File: src/rtl/lpif_pkg.sv
// Shared LPIF link-state codes, transmit grant encoding and bus sizing helpers.
package lpif_pkg;

  localparam logic [3:0] LPIF_STS_RESET  = 4'h0;
  localparam logic [3:0] LPIF_STS_ACTIVE = 4'h1;

  typedef enum logic [1:0] {
    GNT_IDLE = 2'd0,
    GNT_TLP  = 2'd1,
    GNT_DLLP = 2'd2
  } tx_grant_e;

  // Number of byte lanes on a bus of the given bit width.
  function automatic int unsigned lpif_lanes(input int unsigned width_bits);
    return width_bits / 8;
  endfunction

  // Bits needed to hold a counter value in 0..max_val.
  function automatic int unsigned lpif_cnt_width(input int unsigned max_val);
    return (max_val < 1) ? 1 : $clog2(max_val + 1);
  endfunction

endpackage

File: src/rtl/lpif_tx_out_stage.sv
// Single register stage driving lp_* toward the PHY; owns the irdy/trdy handshake.
module lpif_tx_out_stage
  import lpif_pkg::*;
#(
  parameter  int unsigned W  = 32,
  localparam int unsigned B  = lpif_lanes(W),
  localparam int unsigned FW = 6 * B
) (
  input  logic          lclk,
  input  logic          reset_n,
  input  logic          link_active_i,
  input  logic          load_i,
  input  logic          pl_trdy_i,
  input  logic [W-1:0]  data_i,
  input  logic [FW-1:0] frame_i,
  output logic          load_ok_c,
  output logic          irdy_o,
  output logic [W-1:0]  data_o,
  output logic [FW-1:0] frame_o
);

  logic          irdy_q,  irdy_d;
  logic [W-1:0]  data_q,  data_d;
  logic [FW-1:0] frame_q, frame_d;

  // Register is free when empty or its beat is being taken this cycle.
  assign load_ok_c = !irdy_q || pl_trdy_i;

  always_comb begin
    irdy_d  = irdy_q;
    data_d  = data_q;
    frame_d = frame_q;
    if (!link_active_i) begin
      irdy_d  = 1'b0;
      frame_d = '0;
    end else if (load_i) begin
      irdy_d  = 1'b1;
      data_d  = data_i;
      frame_d = frame_i;
    end else if (irdy_q && pl_trdy_i) begin
      irdy_d  = 1'b0;
      frame_d = '0;
    end
  end

  always_ff @(posedge lclk or negedge reset_n) begin
    if (!reset_n) begin
      irdy_q  <= 1'b0;
      data_q  <= '0;
      frame_q <= '0;
    end else begin
      irdy_q  <= irdy_d;
      data_q  <= data_d;
      frame_q <= frame_d;
    end
  end

  assign irdy_o  = irdy_q;
  assign data_o  = data_q;
  assign frame_o = frame_q;

endmodule

File: src/rtl/lpif_tx_arbiter.sv
// LPIF transmit scheduler: arbitrates TLP and DLLP packets onto one registered
// lp_* beat stream, with DLLP priority limited by a burst counter.
module lpif_tx_arbiter
  import lpif_pkg::*;
#(
  parameter  int unsigned LPIF_BUS_WIDTH = 32,
  parameter  int unsigned DLLP_BURST_MAX = 4,
  localparam int unsigned W  = LPIF_BUS_WIDTH,
  localparam int unsigned B  = lpif_lanes(LPIF_BUS_WIDTH),
  localparam int unsigned FW = 6 * B,
  localparam int unsigned CW = lpif_cnt_width(DLLP_BURST_MAX)
) (
  input  logic         lclk,
  input  logic         reset_n,
  input  logic [3:0]   pl_state_sts,
  input  logic         pl_trdy,
  input  logic         tlp_valid,
  output logic         tlp_ready,
  input  logic [W-1:0] tlp_data,
  input  logic [B-1:0] tlp_ben,
  input  logic [B-1:0] tlp_start,
  input  logic [B-1:0] tlp_end,
  input  logic [B-1:0] tlp_edb,
  input  logic         dllp_valid,
  output logic         dllp_ready,
  input  logic [W-1:0] dllp_data,
  input  logic [B-1:0] dllp_ben,
  input  logic [B-1:0] dllp_start,
  input  logic [B-1:0] dllp_end,
  output logic         lp_irdy,
  output logic [W-1:0] lp_data,
  output logic [B-1:0] lp_valid,
  output logic [B-1:0] lp_tlp_start,
  output logic [B-1:0] lp_tlp_end,
  output logic [B-1:0] lp_tlpedb,
  output logic [B-1:0] lp_dllp_start,
  output logic [B-1:0] lp_dllp_end,
  output logic [1:0]   tx_abort
);

  tx_grant_e     state_q, state_d, grant_c;
  logic [CW-1:0] burst_q, burst_d;
  logic [1:0]    abort_q, abort_d;

  logic          link_active_c;
  logic          load_ok_c;
  logic          burst_full_c;
  logic          tlp_acc_c, dllp_acc_c;
  logic          tlp_done_c, dllp_done_c;
  logic [W-1:0]  beat_data_c;
  logic [FW-1:0] beat_frame_c;
  logic [FW-1:0] frame_out;

  assign link_active_c = (pl_state_sts == LPIF_STS_ACTIVE);
  assign burst_full_c  = (burst_q == CW'(DLLP_BURST_MAX));

  // Grant, readies, packet ownership and burst accounting.
  always_comb begin
    grant_c     = state_q;
    state_d     = state_q;
    burst_d     = burst_q;
    abort_d     = 2'b00;
    tlp_ready   = 1'b0;
    dllp_ready  = 1'b0;
    tlp_acc_c   = 1'b0;
    dllp_acc_c  = 1'b0;
    tlp_done_c  = 1'b0;
    dllp_done_c = 1'b0;

    if (state_q == GNT_IDLE) begin
      grant_c = GNT_IDLE;
      if (dllp_valid && !(tlp_valid && burst_full_c)) begin
        grant_c = GNT_DLLP;
      end else if (tlp_valid) begin
        grant_c = GNT_TLP;
      end
    end

    tlp_ready   = link_active_c && load_ok_c && (grant_c == GNT_TLP);
    dllp_ready  = link_active_c && load_ok_c && (grant_c == GNT_DLLP);
    tlp_acc_c   = tlp_valid && tlp_ready;
    dllp_acc_c  = dllp_valid && dllp_ready;
    tlp_done_c  = tlp_acc_c && (|tlp_end);
    dllp_done_c = dllp_acc_c && (|dllp_end);

    if (!link_active_c) begin
      state_d = GNT_IDLE;
      burst_d = '0;
      abort_d = {state_q == GNT_DLLP, state_q == GNT_TLP};
    end else begin
      if (tlp_done_c || dllp_done_c) begin
        state_d = GNT_IDLE;
      end else if (tlp_acc_c || dllp_acc_c) begin
        state_d = grant_c;
      end
      if (tlp_done_c || !tlp_valid) begin
        burst_d = '0;
      end else if (dllp_done_c && !burst_full_c) begin
        burst_d = burst_q + CW'(1);
      end
    end
  end

  always_ff @(posedge lclk or negedge reset_n) begin
    if (!reset_n) begin
      state_q <= GNT_IDLE;
      burst_q <= '0;
      abort_q <= 2'b00;
    end else begin
      state_q <= state_d;
      burst_q <= burst_d;
      abort_q <= abort_d;
    end
  end

  // Frame layout: {valid, tlp_start, tlp_end, tlp_edb, dllp_start, dllp_end}.
  always_comb begin
    beat_data_c  = tlp_data;
    beat_frame_c = {tlp_ben, tlp_start, tlp_end, tlp_edb, {(2*B){1'b0}}};
    if (grant_c == GNT_DLLP) begin
      beat_data_c  = dllp_data;
      beat_frame_c = {dllp_ben, {(3*B){1'b0}}, dllp_start, dllp_end};
    end
  end

  lpif_tx_out_stage #(
    .W (W)
  ) u_out_stage (
    .lclk          (lclk),
    .reset_n       (reset_n),
    .link_active_i (link_active_c),
    .load_i        (tlp_acc_c || dllp_acc_c),
    .pl_trdy_i     (pl_trdy),
    .data_i        (beat_data_c),
    .frame_i       (beat_frame_c),
    .load_ok_c     (load_ok_c),
    .irdy_o        (lp_irdy),
    .data_o        (lp_data),
    .frame_o       (frame_out)
  );

  assign {lp_valid, lp_tlp_start, lp_tlp_end, lp_tlpedb, lp_dllp_start, lp_dllp_end} = frame_out;
  assign tx_abort = abort_q;

endmodule

File: config.mk
export PLATFORM = sky130hd
export DESIGN_NAME = lpif_tx_arbiter
export DESIGN_NICKNAME = d
export VERILOG_FILES = /design/src/rtl/lpif_pkg.sv /design/src/rtl/lpif_tx_out_stage.sv /design/src/rtl/lpif_tx_arbiter.sv
export SDC_FILE = /design/constraint.sdc
export NUM_CORES = 1
export LEC_CHECK = 0
export ABC_AREA = 1
export CAP_MARGIN = 20
export CORE_MARGIN = 2
export CORE_UTILIZATION = 39
export CTS_BUF_LIST = sky130_fd_sc_hd__clkbuf_16
export CTS_CLUSTER_DIAMETER = 120
export DETAILED_ROUTE_END_ITERATION = 8
export GPL_ROUTABILITY_DRIVEN = 1
export HOLD_SLACK_MARGIN = 0.08
export PLACE_DENSITY_LB_ADDON = 0.08
export SYNTH_ARGS = -nofsm -noshare
export SYNTH_HDL_FRONTEND = slang
export SYNTH_SLANG_ARGS = --single-unit
File: constraint.sdc
create_clock -name lclk -period 1.8 [get_ports lclk]
set_input_delay 0.36 -clock lclk [delete_from_list [all_inputs] [get_ports lclk]]
set_output_delay 0.36 -clock lclk [all_outputs]
set_load 0.02 [all_outputs]
==> After elaboration in Yosys (flattened, before gate mapping) <==
Cells that the tools add are included.
{ "totals": {"ff_bits": 64, "latchBits": 0, "ramBits": 0, "mem_bits_ro": 0, "input_bits": 101, "output_inout_bits": 61, "word_cells": 57, "n_memories": 0} }
{ "op_classes": {"addsub": 1, "multipliers": 0, "div": 0, "magnitude_cmp": 0, "eq_ne": 9, "n_shift": 0, "mux": 18, "n_bitwise": 0, "reduce_logical": 23} }
{ "op_table": {"columns": ["op", "n"], "rows": [
  ["$mux W24", 4],
  ["$mux W32", 1],
  ["$mux W2", 6],
  ["$logic_and A1 B1 Y1", 11],
  ["$mux W3", 3],
  ["$ne A3 B1 Y1 const B", 3],
  ["$reduce_or A4 Y1", 2],
  ["$eq A2 B1 Y1 const B", 2],
  ["$eq A2 B2 Y1 const B", 2],
  ["$eq A4 B1 Y1 const B", 1],
  ["$logic_not A1 Y1", 4],
  ["$logic_or A1 B1 Y1", 4],
  ["$mux W1", 4],
  ["$add A3 B1 Y3 const B", 1],
  ["$eq A3 B3 Y1 const B", 1],
  ["$logic_not A2 Y1", 1],
  ["$reduce_and A2 Y1", 1]
]} }

==> Longest topological paths before layout <==
Gate-level depths: netlist (run 1).
{ "logic_depth": {"depth_word": 14, "mapped_depth": 12, "ltp_nobuf": 11} }

==> Modules after synthesis <==
From an unflattened synthesis (run 1), not the netlist that was laid out.
{ "unflattened": {"hier_cells": 467, "hier_area_um2": 3350.7} }
{ "by_module_without_submodules": {"columns": ["mod", "n_inst", "cells_each", "area_each_um2", "seq_area_each_um2"], "rows": [
  ["lpif_tx_out_stage", 1, 248, 2260.9, 1426.4],
  ["lpif_tx_arbiter", 1, 219, 1089.8, 175.2]
]} }

==> Least setup slack after synthesis (run 1) <==
No wires, ideal clock.
{ "synth_timing": {"kind": "flip-flop to flip-flop", "startpoint": "register burst_q[0]", "endpoint": "register u_out_stage.frame_q[12] (netlist: u_out_stage.frame_o[12])", "setup_ps": 132, "arrival_time_ps": 1644, "t_required_ps": 1668, "path_slack_ps": 24, "path_stages_with_launch": 10, "n_path_buf": 1, "period_less_slack_ps": 1776, "cell_sequence": "dfrtp_1 -> inv_1 -> ha_1 -> nand3_1 -> nand2_2 -> a21oi_2 -> nand2_2 -> clkbuf_1 -> nand4_1 -> o21ai_0"} }
{ "synth_between": {"elab_chain_cells": 12, "word_cells_on_any_way": 17, "cone_classes": "4 x eq/ne; 5 x mux; 8 x reduce/logical"} }
{ "synth_rtl": {"columns": ["item", "line", "rtl"], "rows": [
  ["from (decl)", "lpif_tx_arbiter.sv:42", "logic [CW-1:0] burst_q, burst_d;"],
  ["from (signal assigned)", "lpif_tx_arbiter.sv:111", "burst_q <= burst_d;"],
  ["$eq A3 B3 Y1 (*)", "lpif_tx_arbiter.sv:55", "assign burst_full_c = (burst_q == CW'(DLLP_BURST_MAX));"],
  ["$logic_and A1 B1 Y1 (*)", "lpif_tx_arbiter.sv:72", "if (dllp_valid && !(tlp_valid && burst_full_c)) begin"],
  ["$logic_not A1 Y1 (*)", "lpif_tx_arbiter.sv:72", null],
  ["$logic_and A1 B1 Y1 (*)", "lpif_tx_arbiter.sv:72", null],
  ["$mux W2 (*)", "lpif_tx_arbiter.sv:72", null],
  ["$mux W2 (*)", "lpif_tx_arbiter.sv:70", "if (state_q == GNT_IDLE) begin"],
  ["$eq A2 B2 Y1 (*)", "lpif_tx_arbiter.sv:80", "dllp_ready = link_active_c && load_ok_c && (grant_c == GNT_DLLP);"],
  ["$logic_and A1 B1 Y1 (*)", "lpif_tx_arbiter.sv:80", null],
  ["net dllp_ready", "lpif_tx_arbiter.sv:25", "output logic dllp_ready,"],
  ["$logic_and A1 B1 Y1 (*)", "lpif_tx_arbiter.sv:82", "dllp_acc_c = dllp_valid && dllp_ready;"],
  ["$logic_or A1 B1 Y1 (*)", "lpif_tx_arbiter.sv:132", ".load_i (tlp_acc_c || dllp_acc_c),"],
  ["$mux W24", "lpif_tx_out_stage.sv:36", "end else if (load_i) begin"],
  ["$mux W24", "lpif_tx_out_stage.sv:33", "if (!link_active_i) begin"],
  ["to (signal assigned)", "lpif_tx_out_stage.sv:54", "frame_q <= frame_d;"],
  ["to (decl)", "lpif_tx_out_stage.sv:24", "logic [FW-1:0] frame_q, frame_d;"]
]} }
The timed path passes the listed nets; every way through them passes the cells marked *.
A chain may end at the register's enable or synchronous reset.

==> Worst setup path after layout (run 1) <==
{ "layout_timing": {"startpoint": "register burst_q[1]", "endpoint": "output port tlp_ready"} }
{ "layout_between": {"elab_chain_cells": 8} }
{ "layout_rtl": {"columns": ["item", "line", "rtl"], "rows": [
  ["$eq A3 B3 Y1", "lpif_tx_arbiter.sv:55", null],
  ["$logic_and A1 B1 Y1", "lpif_tx_arbiter.sv:72", null],
  ["$logic_not A1 Y1", "lpif_tx_arbiter.sv:72", null],
  ["$logic_and A1 B1 Y1", "lpif_tx_arbiter.sv:72", null],
  ["$mux W2", "lpif_tx_arbiter.sv:72", null],
  ["$mux W2", "lpif_tx_arbiter.sv:70", null],
  ["$eq A2 B1 Y1", "lpif_tx_arbiter.sv:79", "tlp_ready = link_active_c && load_ok_c && (grant_c == GNT_TLP);"],
  ["$logic_and A1 B1 Y1", "lpif_tx_arbiter.sv:79", null],
  ["to (decl)", "lpif_tx_arbiter.sv:18", "output logic tlp_ready,"]
]} }
Every way passes these cells.

==> impl_metrics.py, run 1 <==
metrics = {
    "run_status": {
        "outcome": "finished with violations",
        "violations": "setup timing",
    },
    "setup_path": {
        "worst-path-buf-inv": 2,
        "cp_cell_sequence": "inv_2 > ha_4 > nand3_4 > nand2_4 > nand3_4 > nor2_4 > buf_6",
        "cp-end-kind": "primary output",
        "critPathLaunchType": "flip-flop",
        "rr_endpoint": "state_q[0]$_DFFE_PN0P_",
        "worst-r2r-cell-count": 12,
        "r2r_start": "burst_q[1]$_DFFE_PN0P_",
        "path_class": "reg -> out",
        "crit_fanout": 3,
        "reg2reg_slack_ns": 0.08,
        "cpPeakStageDelay_ns": 0.39,
        "crit_slowest_cell": "dfrtp_1",
        "critPathRequiredTime_ns": 1.44,
        "worst-endpoint-arrival_ns": 1.45,
        "crit_top_cell": "nand3_4",
        "crit_family": "flip-flops",
    },
    "power_and_ir_drop": {
        "internal_power_mw": 3.43,
        "p_per_area_nw_per_um2": 870,
        "switching_share_pct": 25.7,
        "seqPwrFrac_pct": 37.3,
        "clockPowerShare_pct": 38.2,
        "p_comb_share_pct": 24.6,
        "p_switching_mw": 1.19,
        "ir_worst_vdd_uv": 503,
        "p_leak_nw": 2.45,
    },
    "floorplanning": {
        "die-area_sq_um": 8230,
        "rows": 31,
        "coreArea_sq_um": 7250,
        "die_y_microns": 90.7,
        "initial_utilization_pct": 40.4,
        "die_x_microns": 90.7,
        "ioPinCount": 162,
    },
    "yosys": {
        "synth_area_sq_um": 2930,
        "synth_top_area_cell": "dfrtp_1",
        "synth_area_leaders": "dfrtp_1, nand2_1, nand3_1",
        "yosysSeqAreaShare_pct": 54.6,
        "synth_warnings": 0,
        "syn_nets": 454,
        "syn-mean-instance-area_sq_um": 8.36,
        "synth.top_cell.area_share_pct": 54.6,
        "yosys.cell_types.count": 23,
        "synth_cells": 351,
        "synth-seq-cells": 64,
    },
    "hold_path": {
        "hold_depth": 2,
        "hp-class": "reg -> reg",
        "hp-start": "u_out_stage.data_o[8]$_DFFE_PN0P_",
        "hold-path-endpoint": "u_out_stage.data_o[8]$_DFFE_PN0P_",
    },
    "cells_and_area": {
        "areaGrowthSynthToFinish_pct": 81.0,
        "num_antenna_cells": 0,
        "nets": 637,
        "post-route-util_pct": 73.2,
        "layout_commonest_cell": "clkdlybuf4s50_1",
        "multi_input_area_sq_um": 1250,
        "final_cell_count_no_fill": 637,
        "fillers": 568,
        "drive_gt1_share_pct": 12.6,
        "mostFrequentLayoutCells": "clkdlybuf4s50_1, nand2_1, dfrtp_1, nand3_1, nand4_1",
        "seqCellArea_sq_um": 1600,
    },
    "sta": {
        "fin_worst_skew_ns": 0.00427,
        "fin_crit_ns": 1.81,
        "finalSetupViolations": 2,
        "rsz0062_at_grt": "yes",
        "fmax_mhz": 553,
        "finalCritPeriodShare_pct": 100,
        "final-hold-violation-count": 0,
        "finalWorstSetupSlack_ns": -0.00783,
        "worst_pin_slew_ns": 0.353,
        "slew_headroom_pct": 76.5,
        "finalMaxSlewViolations": 0,
    },
    "detailed_routing": {
        "vias": 3213,
        "wire_per_inst_microns": 14.8,
        "routed_wl_microns": 9450,
        "initialDrtViolationCount": 99,
        "ant_nets": 0,
        "drc": 0,
        "vias_per_cell": 5.04,
        "firstDrtPassIters": 4,
    },
    "global_route": {
        "grt_pass1_vias": 3230,
        "grt_max_degree": 65,
        "grt_usage_pct": 23.0,
        "grt_remaining_overflow": 0,
        "antenna_found_initial": 0,
        "grt_pass1_wl_microns": 15300,
    },
    "cts": {
        "clkTransAtPathRegs_ns": 0.05,
        "cts_max_path_buffers": 2,
        "ctsHtreeMaxLevel": 3,
        "insertion_delay_ns": 0.32,
        "clock_sinks": 64,
        "cts_buffers": 9,
        "cts_tree": "built",
        "cts-root-buf": "clkbuf_16",
    },
    "placed_design": {
        "dpl.hpwl_microns": 6660,
        "place.gp.congestion": 0.869,
        "place_inst": 617,
        "port_buffers": 161,
    },
    "job": {
        "drv_cap": 0,
    },
}
[flip-flops by register name (all words and copies together) (netlist names)]
signal	cells
u_out_stage.data_o	32
u_out_stage.frame_o	24
burst_q	3
state_q	2
tx_abort	2
u_out_stage.irdy_o	1
[cells by family after synthesis]
logic type               count (synthesis)  synth area share (%)
AO/OA/AOI/OAI                           15                  2.82
XOR/XNOR                                 1                 0.299
adder cells (fa/ha/maj)                  2                 0.853
buffers and inverters                   41                  6.10
flip-flops                              64                  54.6
AND/OR/NAND/NOR                        228                  35.3
[power groups by stage]
stage                     logic, mW  registers [mW]  clock network (mW)
after floorplan               0.191            1.97                   0
after global placement         1.11            1.74                   0
after detailed placement       1.13            1.74                   0
after CTS                      1.14            1.72                1.78
after global routing           1.22            1.75                1.87
final                          1.13            1.72                1.76
[tightest hold or removal path: stages, from the launching register on]
cell and delay [ns]:
dfrtp_1 0.34, nand3_1 0.07, nand3_1 0.06
[worst max path at each step]
stage	slack, ns	end	start	depth (start not counted)
global route	-0.05	tlp_ready	burst_q[1]$_DFFE_PN0P_	7
global placement	-0.48	dllp_ready	pl_state_sts[0]	6
CTS	-0.004	tlp_ready	burst_q[1]$_DFFE_PN0P_	7
detailed placement	-0.55	tlp_ready	pl_state_sts[0]	6
floorplan	0.02	u_out_stage.frame_o[12]$_DFFE_PN0P_	burst_q[0]$_DFFE_PN0P_	9
finish	-0.008	tlp_ready	burst_q[1]$_DFFE_PN0P_	7
[routing by layer]
layer / vias up / routed length, microns / GRT usage [%]
met5: - / 0 / 0
met4: 0 / 195 / 9.10
met3: 18 / 638 / 6.09
met2: 121 / 4790 / 39.7
met1: 1530 / 3820 / 27.2
li1: 1544 / - / -
[synthesized netlist by cell type, drive strengths merged]
cell and n:
xor2 1, a21boi 1, nand2 101, nand4 30
nor2 29, nand3 60, buf 8, nor3 8
dfrtp 64, inv 20, a31oi 1, a21oi 4
ha 2, clkbuf 13, o21ai 9
[timing repair]
item | 4_1_cts | 5_1_grt
hold buffers | 1 | 0
gates resized for setup | 19 | 20
cloned | 0 | 0
buffers inserted | 2 | 2
pin swaps | 6 | 6
endpoints found under the setup margin | 13 | 63
endpoints found under the hold margin | 60 | 0
[final cells by class]
type	instances	area share [%]
Clock inverter	6	1.44
Clock buffer	9	4.24
Sequential cell	64	30.2
Inverter	20	1.46
Timing Repair Buffer	193	36.8
Tap cell	99	2.33
Multi-Input combinational cell	246	23.5
[metrics by stage]
step | area [sq um] | TNS (ns) | hold WS [ns] | power, mW | worst slack (ns)
floorplan | 2930 | 0 | 0.0644 | 2.16 | 0.0237
global placement | 4850 | -15.65 | 0.401 | 2.85 | -0.479
detailed placement | 4850 | -20.00 | 0.399 | 2.87 | -0.547
CTS | 5210 | -0.00360 | 0.509 | 4.64 | -0.00360
global route | 5310 | -0.222 | 0.526 | 4.83 | -0.0527
finish | 5310 | -0.0140 | 0.507 | 4.62 | -0.00783
No activity file was read; power rests on OpenSTA's default activity.
==> inputs of run 2 (changes only) <==
- CORE_UTILIZATION: 39 -> 30
==> impl_metrics.py, run 2 (synthesis gave the netlist of run 1 again) <==
metrics = {
    "cts": {
        "clkTransAtPathRegs_ns": 0.06,
        "clock_sinks": 64,
        "cts_buffers": 9,
        "cts-root-buf": "clkbuf_16",
        "insertion_delay_ns": 0.32,
        "cts_tree": "built",
        "cts_max_path_buffers": 2,
        "ctsHtreeMaxLevel": 3,
    },
    "floorplanning": {
        "ioPinCount": 162,
        "initial_utilization_pct": 30.4,
        "die_y_microns": 103,
        "die_x_microns": 103,
        "die-area_sq_um": 10600,
        "rows": 36,
        "coreArea_sq_um": 9640,
    },
    "sta": {
        "finalCritPeriodShare_pct": 103,
        "final-hold-violation-count": 0,
        "finalWorstSetupSlack_ns": -0.0498,
        "fmax_mhz": 541,
        "finalSetupViolations": 2,
        "finalMaxSlewViolations": 0,
        "worst_pin_slew_ns": 0.367,
        "slew_headroom_pct": 75.5,
        "fin_worst_skew_ns": 0.00730,
        "fin_crit_ns": 1.85,
        "rsz0062_at_grt": "yes",
    },
    "cells_and_area": {
        "num_antenna_cells": 0,
        "nets": 646,
        "mostFrequentLayoutCells": "clkdlybuf4s50_1, nand2_1, dfrtp_1, nand3_1, nand4_1",
        "layout_commonest_cell": "clkdlybuf4s50_1",
        "areaGrowthSynthToFinish_pct": 85.8,
        "drive_gt1_share_pct": 15.1,
        "largest_register_ff_count": 32,
        "post-route-util_pct": 56.5,
    },
    "setup_path": {
        "cpPeakStageDelay_ns": 0.49,
        "crit_family": "buffers and inverters",
        "reg2reg_slack_ns": 0.05,
        "critPathLaunchType": "input pin",
        "crit_slowest_cell": "clkdlybuf4s50_1",
        "critPathRequiredTime_ns": 1.44,
        "worst-path-buf-inv": 4,
        "cp-end-kind": "primary output",
        "worst-endpoint-arrival_ns": 1.49,
        "cp_cell_sequence": "clkdlybuf4s50_1 > inv_2 > nor2_2 > nand2_2 > buf_4 > a21oi_4 > buf_6",
        "crit_fanout": 3,
        "path_class": "in -> out",
    },
    "placed_design": {
        "place.gp.congestion": 0.825,
        "dp_slack_ns": -0.507,
        "port_buffers": 161,
        "dpl.hpwl_microns": 6750,
    },
    "detailed_routing": {
        "routed_wl_microns": 9700,
        "wire_per_inst_microns": 14.2,
        "initialDrtViolationCount": 67,
        "firstDrtPassIters": 4,
        "vias_per_cell": 4.61,
        "drc": 0,
        "vias": 3137,
        "ant_nets": 0,
    },
    "global_route": {
        "grt_remaining_overflow": 0,
        "grt_pass1_vias": 3085,
        "antenna_found_initial": 0,
        "grt_max_degree": 65,
        "grt_pass1_wl_microns": 14900,
        "grt_usage_pct": 18.1,
    },
    "run_status": {
        "outcome": "finished with violations",
        "violations": "setup timing",
    },
    "power_and_ir_drop": {
        "p_per_area_nw_per_um2": 838,
        "ir_worst_vdd_uv": 352,
        "p_leak_nw": 2.49,
    },
    "job": {
        "drv_cap": 0,
    },
    "hold_path": {
        "hp-class": "reg -> reg",
    },
}
run 2: changes by cell type in the layout (fill, tap and decap cells not counted), moves of 2 or more:
cell | before | now
nand3_2 | 0 | 5
clkinv_1 | 2 | 0
nand2_4 | 4 | 2
nand3_1 | 57 | 55
buf_6 | 3 | 6
clkinvlp_4 | 0 | 3
nand2_2 | 1 | 3
buf_4 | 22 | 25
nand3_4 | 3 | 0
clkbuf_16 | 9 | 11
run 2: worst paths after layout:
| check | start | to | depth (start not counted) |
|---|---|---|---|
| min in group asynchronous | reset_n | state_q[0]$_DFFE_PN0P_ | 3 |
| hold reg to reg | u_out_stage.data_o[14]$_DFFE_PN0P_ | u_out_stage.data_o[14]$_DFFE_PN0P_ | 2 |
| max in group asynchronous | reset_n | burst_q[1]$_DFFE_PN0P_ | 3 |
| setup reg to reg | burst_q[1]$_DFFE_PN0P_ | u_out_stage.frame_o[14]$_DFFE_PN0P_ | 10 |
| hold / removal | u_out_stage.data_o[14]$_DFFE_PN0P_ | u_out_stage.data_o[14]$_DFFE_PN0P_ | 2 |
| setup / recovery | dllp_valid | dllp_ready | 7 |
run 2: layout make-up:
type                            count  area [sq um]
Tap cell                          133           166
Clock inverter                      7          71.3
Fill cell                         942          4190
Multi-Input combinational cell    247          1240
Sequential cell                    64          1600
Clock buffer                        9           225
Inverter                           20          80.1
Timing Repair Buffer              201          2060
run 2: tightest hold or removal path, stage by stage, from the launching register on:
cell	delay, ns
dfrtp_1	0.34
nand3_1	0.07
nand3_1	0.06
run 2: what timing repair did:
| action | 4_1_cts | 5_1_grt |
|---|---|---|
| endpoints found under the setup margin | 28 | 65 |
| pin swaps | 1 | 11 |
| gates cloned | 0 | 3 |
| hold buffers | 1 | 0 |
| gates resized for setup | 18 | 22 |
| hold endpoints to repair | 64 | 0 |
| buffers inserted | 1 | 3 |
run 2: power breakdown:
part / total [mW] / internal, mW / leakage [nW] / switching, mW
Sequential: 1.72 / 1.62 / 0.847 / 0.0958
Combinational: 1.13 / 0.623 / 1.51 / 0.508
Clock: 1.72 / 1.07 / 0.138 / 0.649
run 2: stage by stage:
step	TNS (ns)	instances	hold slack, ns	area, sq um	power [mW]
after floorplan	0	351	0.0644	2930	2.16
after global placement	-19.34	657	0.406	4940	2.86
after detailed placement	-21.08	657	0.410	4940	2.87
after CTS	-0.0875	675	0.510	5280	4.62
after global routing	-2.31	681	0.527	5450	4.80
final	-0.0625	681	0.504	5450	4.57
run 2: per-layer routing:
layer	routed length (microns)	up-vias	GRT usage, %
li1	-	1557	-
met1	3920	1475	21.6
met2	4900	97	30.8
met3	805	8	6.37
met4	85	0	5.36
met5	0	-	0
==> inputs of run 3 (changes only) <==
- CORE_ASPECT_RATIO: default -> 0.9
==> impl_metrics.py, run 3 (synthesis gave the netlist of run 1 again) <==
metrics = {
    "cts": {
        "cts_buffers": 9,
        "cts_max_path_buffers": 2,
        "cts_tree": "built",
        "clock_sinks": 64,
        "cts-root-buf": "clkbuf_16",
        "insertion_delay_ns": 0.32,
        "ctsHtreeMaxLevel": 3,
        "clkTransAtPathRegs_ns": 0.05,
    },
    "global_route": {
        "antenna_found_initial": 0,
        "grt_pass1_wl_microns": 14900,
        "grt_remaining_overflow": 0,
        "grt_pass1_vias": 3177,
        "grt_max_degree": 65,
        "grt_usage_pct": 17.9,
    },
    "sta": {
        "final-hold-violation-count": 0,
        "hold_ws_ns": 0.502,
        "fin_worst_skew_ns": 0.00657,
        "worst_pin_slew_ns": 0.358,
        "finalMaxSlewViolations": 0,
        "slew_headroom_pct": 76.1,
        "fmax_mhz": 562,
        "fin_crit_ns": 1.78,
        "finalWorstSetupSlack_ns": 0.0207,
        "tns_ns": 0,
        "finalSetupViolations": 0,
        "rsz0062_at_grt": "yes",
        "finalCritPeriodShare_pct": 98.8,
    },
    "floorplanning": {
        "rows": 34,
        "die_x_microns": 108,
        "die_y_microns": 97.8,
        "die-area_sq_um": 10600,
        "coreArea_sq_um": 9570,
        "ioPinCount": 162,
        "initial_utilization_pct": 30.6,
    },
    "setup_path": {
        "crit_fanout": 3,
        "worst-endpoint-arrival_ns": 1.42,
        "cp-end-kind": "primary output",
        "rr_endpoint": "u_out_stage.frame_o[15]$_DFFE_PN0P_",
        "reg2reg_slack_ns": 0.11,
        "critPathRequiredTime_ns": 1.44,
        "critPathLaunchType": "flip-flop",
        "r2r_start": "burst_q[1]$_DFFE_PN0P_",
        "path_class": "reg -> out",
        "worst-r2r-cell-count": 11,
    },
    "hold_path": {
        "hold_depth": 2,
        "hold-path-endpoint": "u_out_stage.data_o[12]$_DFFE_PN0P_",
        "hp-start": "u_out_stage.data_o[12]$_DFFE_PN0P_",
        "hp-class": "reg -> reg",
    },
    "cells_and_area": {
        "multi_input_area_sq_um": 1220,
        "areaGrowthSynthToFinish_pct": 81.6,
        "seqCellArea_sq_um": 1600,
        "layout_commonest_cell": "clkdlybuf4s50_1",
        "nets": 641,
        "post-route-util_pct": 55.6,
        "drive_gt1_share_pct": 13.1,
        "largest_register_ff_count": 32,
        "mostFrequentLayoutCells": "clkdlybuf4s50_1, nand2_1, dfrtp_1, nand3_1, nand4_1",
        "num_antenna_cells": 0,
        "fillers": 892,
    },
    "power_and_ir_drop": {
        "p_per_area_nw_per_um2": 843,
        "ir_worst_vdd_uv": 375,
        "p_leak_nw": 2.47,
    },
    "detailed_routing": {
        "initialDrtViolationCount": 88,
        "routed_wl_microns": 9390,
        "ant_nets": 0,
        "vias": 3123,
        "wire_per_inst_microns": 14.0,
        "firstDrtPassIters": 4,
        "vias_per_cell": 4.68,
        "drc": 0,
    },
    "placed_design": {
        "port_buffers": 161,
        "place.gp.congestion": 0.798,
        "dpl.hpwl_microns": 6720,
        "dp_slack_ns": -0.508,
    },
    "job": {
        "drv_cap": 0,
    },
    "run_status": {
        "outcome": "complete, no violations",
    },
}
## run 3: area by class of cell
cell class	count	share of cell area (%)
well taps	126	2.96
repair buffers	197	37.5
inverters	20	1.46
clock buffers	9	4.23
multi-input cells	246	22.8
flip-flops and latches	64	30.1
clock inverters	6	0.987
## run 3: metrics by stage
stage	area (sq um)	cells	total power, mW
4_1_cts	5260	666	4.54
2_1_floorplan	2930	351	2.16
3_5_place_dp	4930	648	2.87
5_1_grt	5330	668	4.70
6_report	5330	668	4.49
3_3_place_gp	4930	648	2.86
## run 3: how the worst max path moves through the flow
stage	startpoint	to	slack (ns)	cells past startpoint
final	burst_q[1]$_DFFE_PN0P_	tlp_ready	0.02	7
after CTS	burst_q[0]$_DFFE_PN0P_	tlp_ready	-0.01	7
after global placement	pl_state_sts[0]	dllp_ready	-0.49	6
after detailed placement	pl_state_sts[0]	tlp_ready	-0.51	6
after floorplan	burst_q[0]$_DFFE_PN0P_	u_out_stage.frame_o[12]$_DFFE_PN0P_	0.02	9
after global routing	burst_q[1]$_DFFE_PN0P_	tlp_ready	-0.04	7
## run 3: per-layer routing
| layer | wire, microns | share of wire, % | vias up | global-route usage (%) |
|---|---|---|---|---|
| li1 | - | - | 1542 | - |
| met2 | 4450 | 47 | 119 | 28.9 |
| met3 | 850 | 9.1 | 16 | 6.54 |
| met5 | 0 | 0 | - | 0 |
| met1 | 3890 | 41 | 1446 | 21.5 |
| met4 | 191 | 2.0 | 0 | 7.50 |
## run 3: repair_timing
action	4_1_cts	5_1_grt
setup buffers	2	2
gates resized for setup	19	13
setup endpoints to repair	53	61
hold endpoints to repair	64	0
gates cloned	0	0
pin swaps	6	4
hold buffers	1	0
## run 3: report_power, final
part / leakage, nW / internal (mW) / switching (mW)
sequential: 0.847 / 1.62 / 0.0964
combinational: 1.48 / 0.618 / 0.510
clock: 0.144 / 1.05 / 0.598
total: 2.47 / 3.29 / 1.20
## run 3: critical path, cell delays in order (launching register included)
cell and delay (ns):
dfrtp_1 0.38, inv_2 0.09, ha_4 0.15, nand3_2 0.07, nand2_2 0.10, nand3_2 0.09
nor2_4 0.10, buf_6 0.12
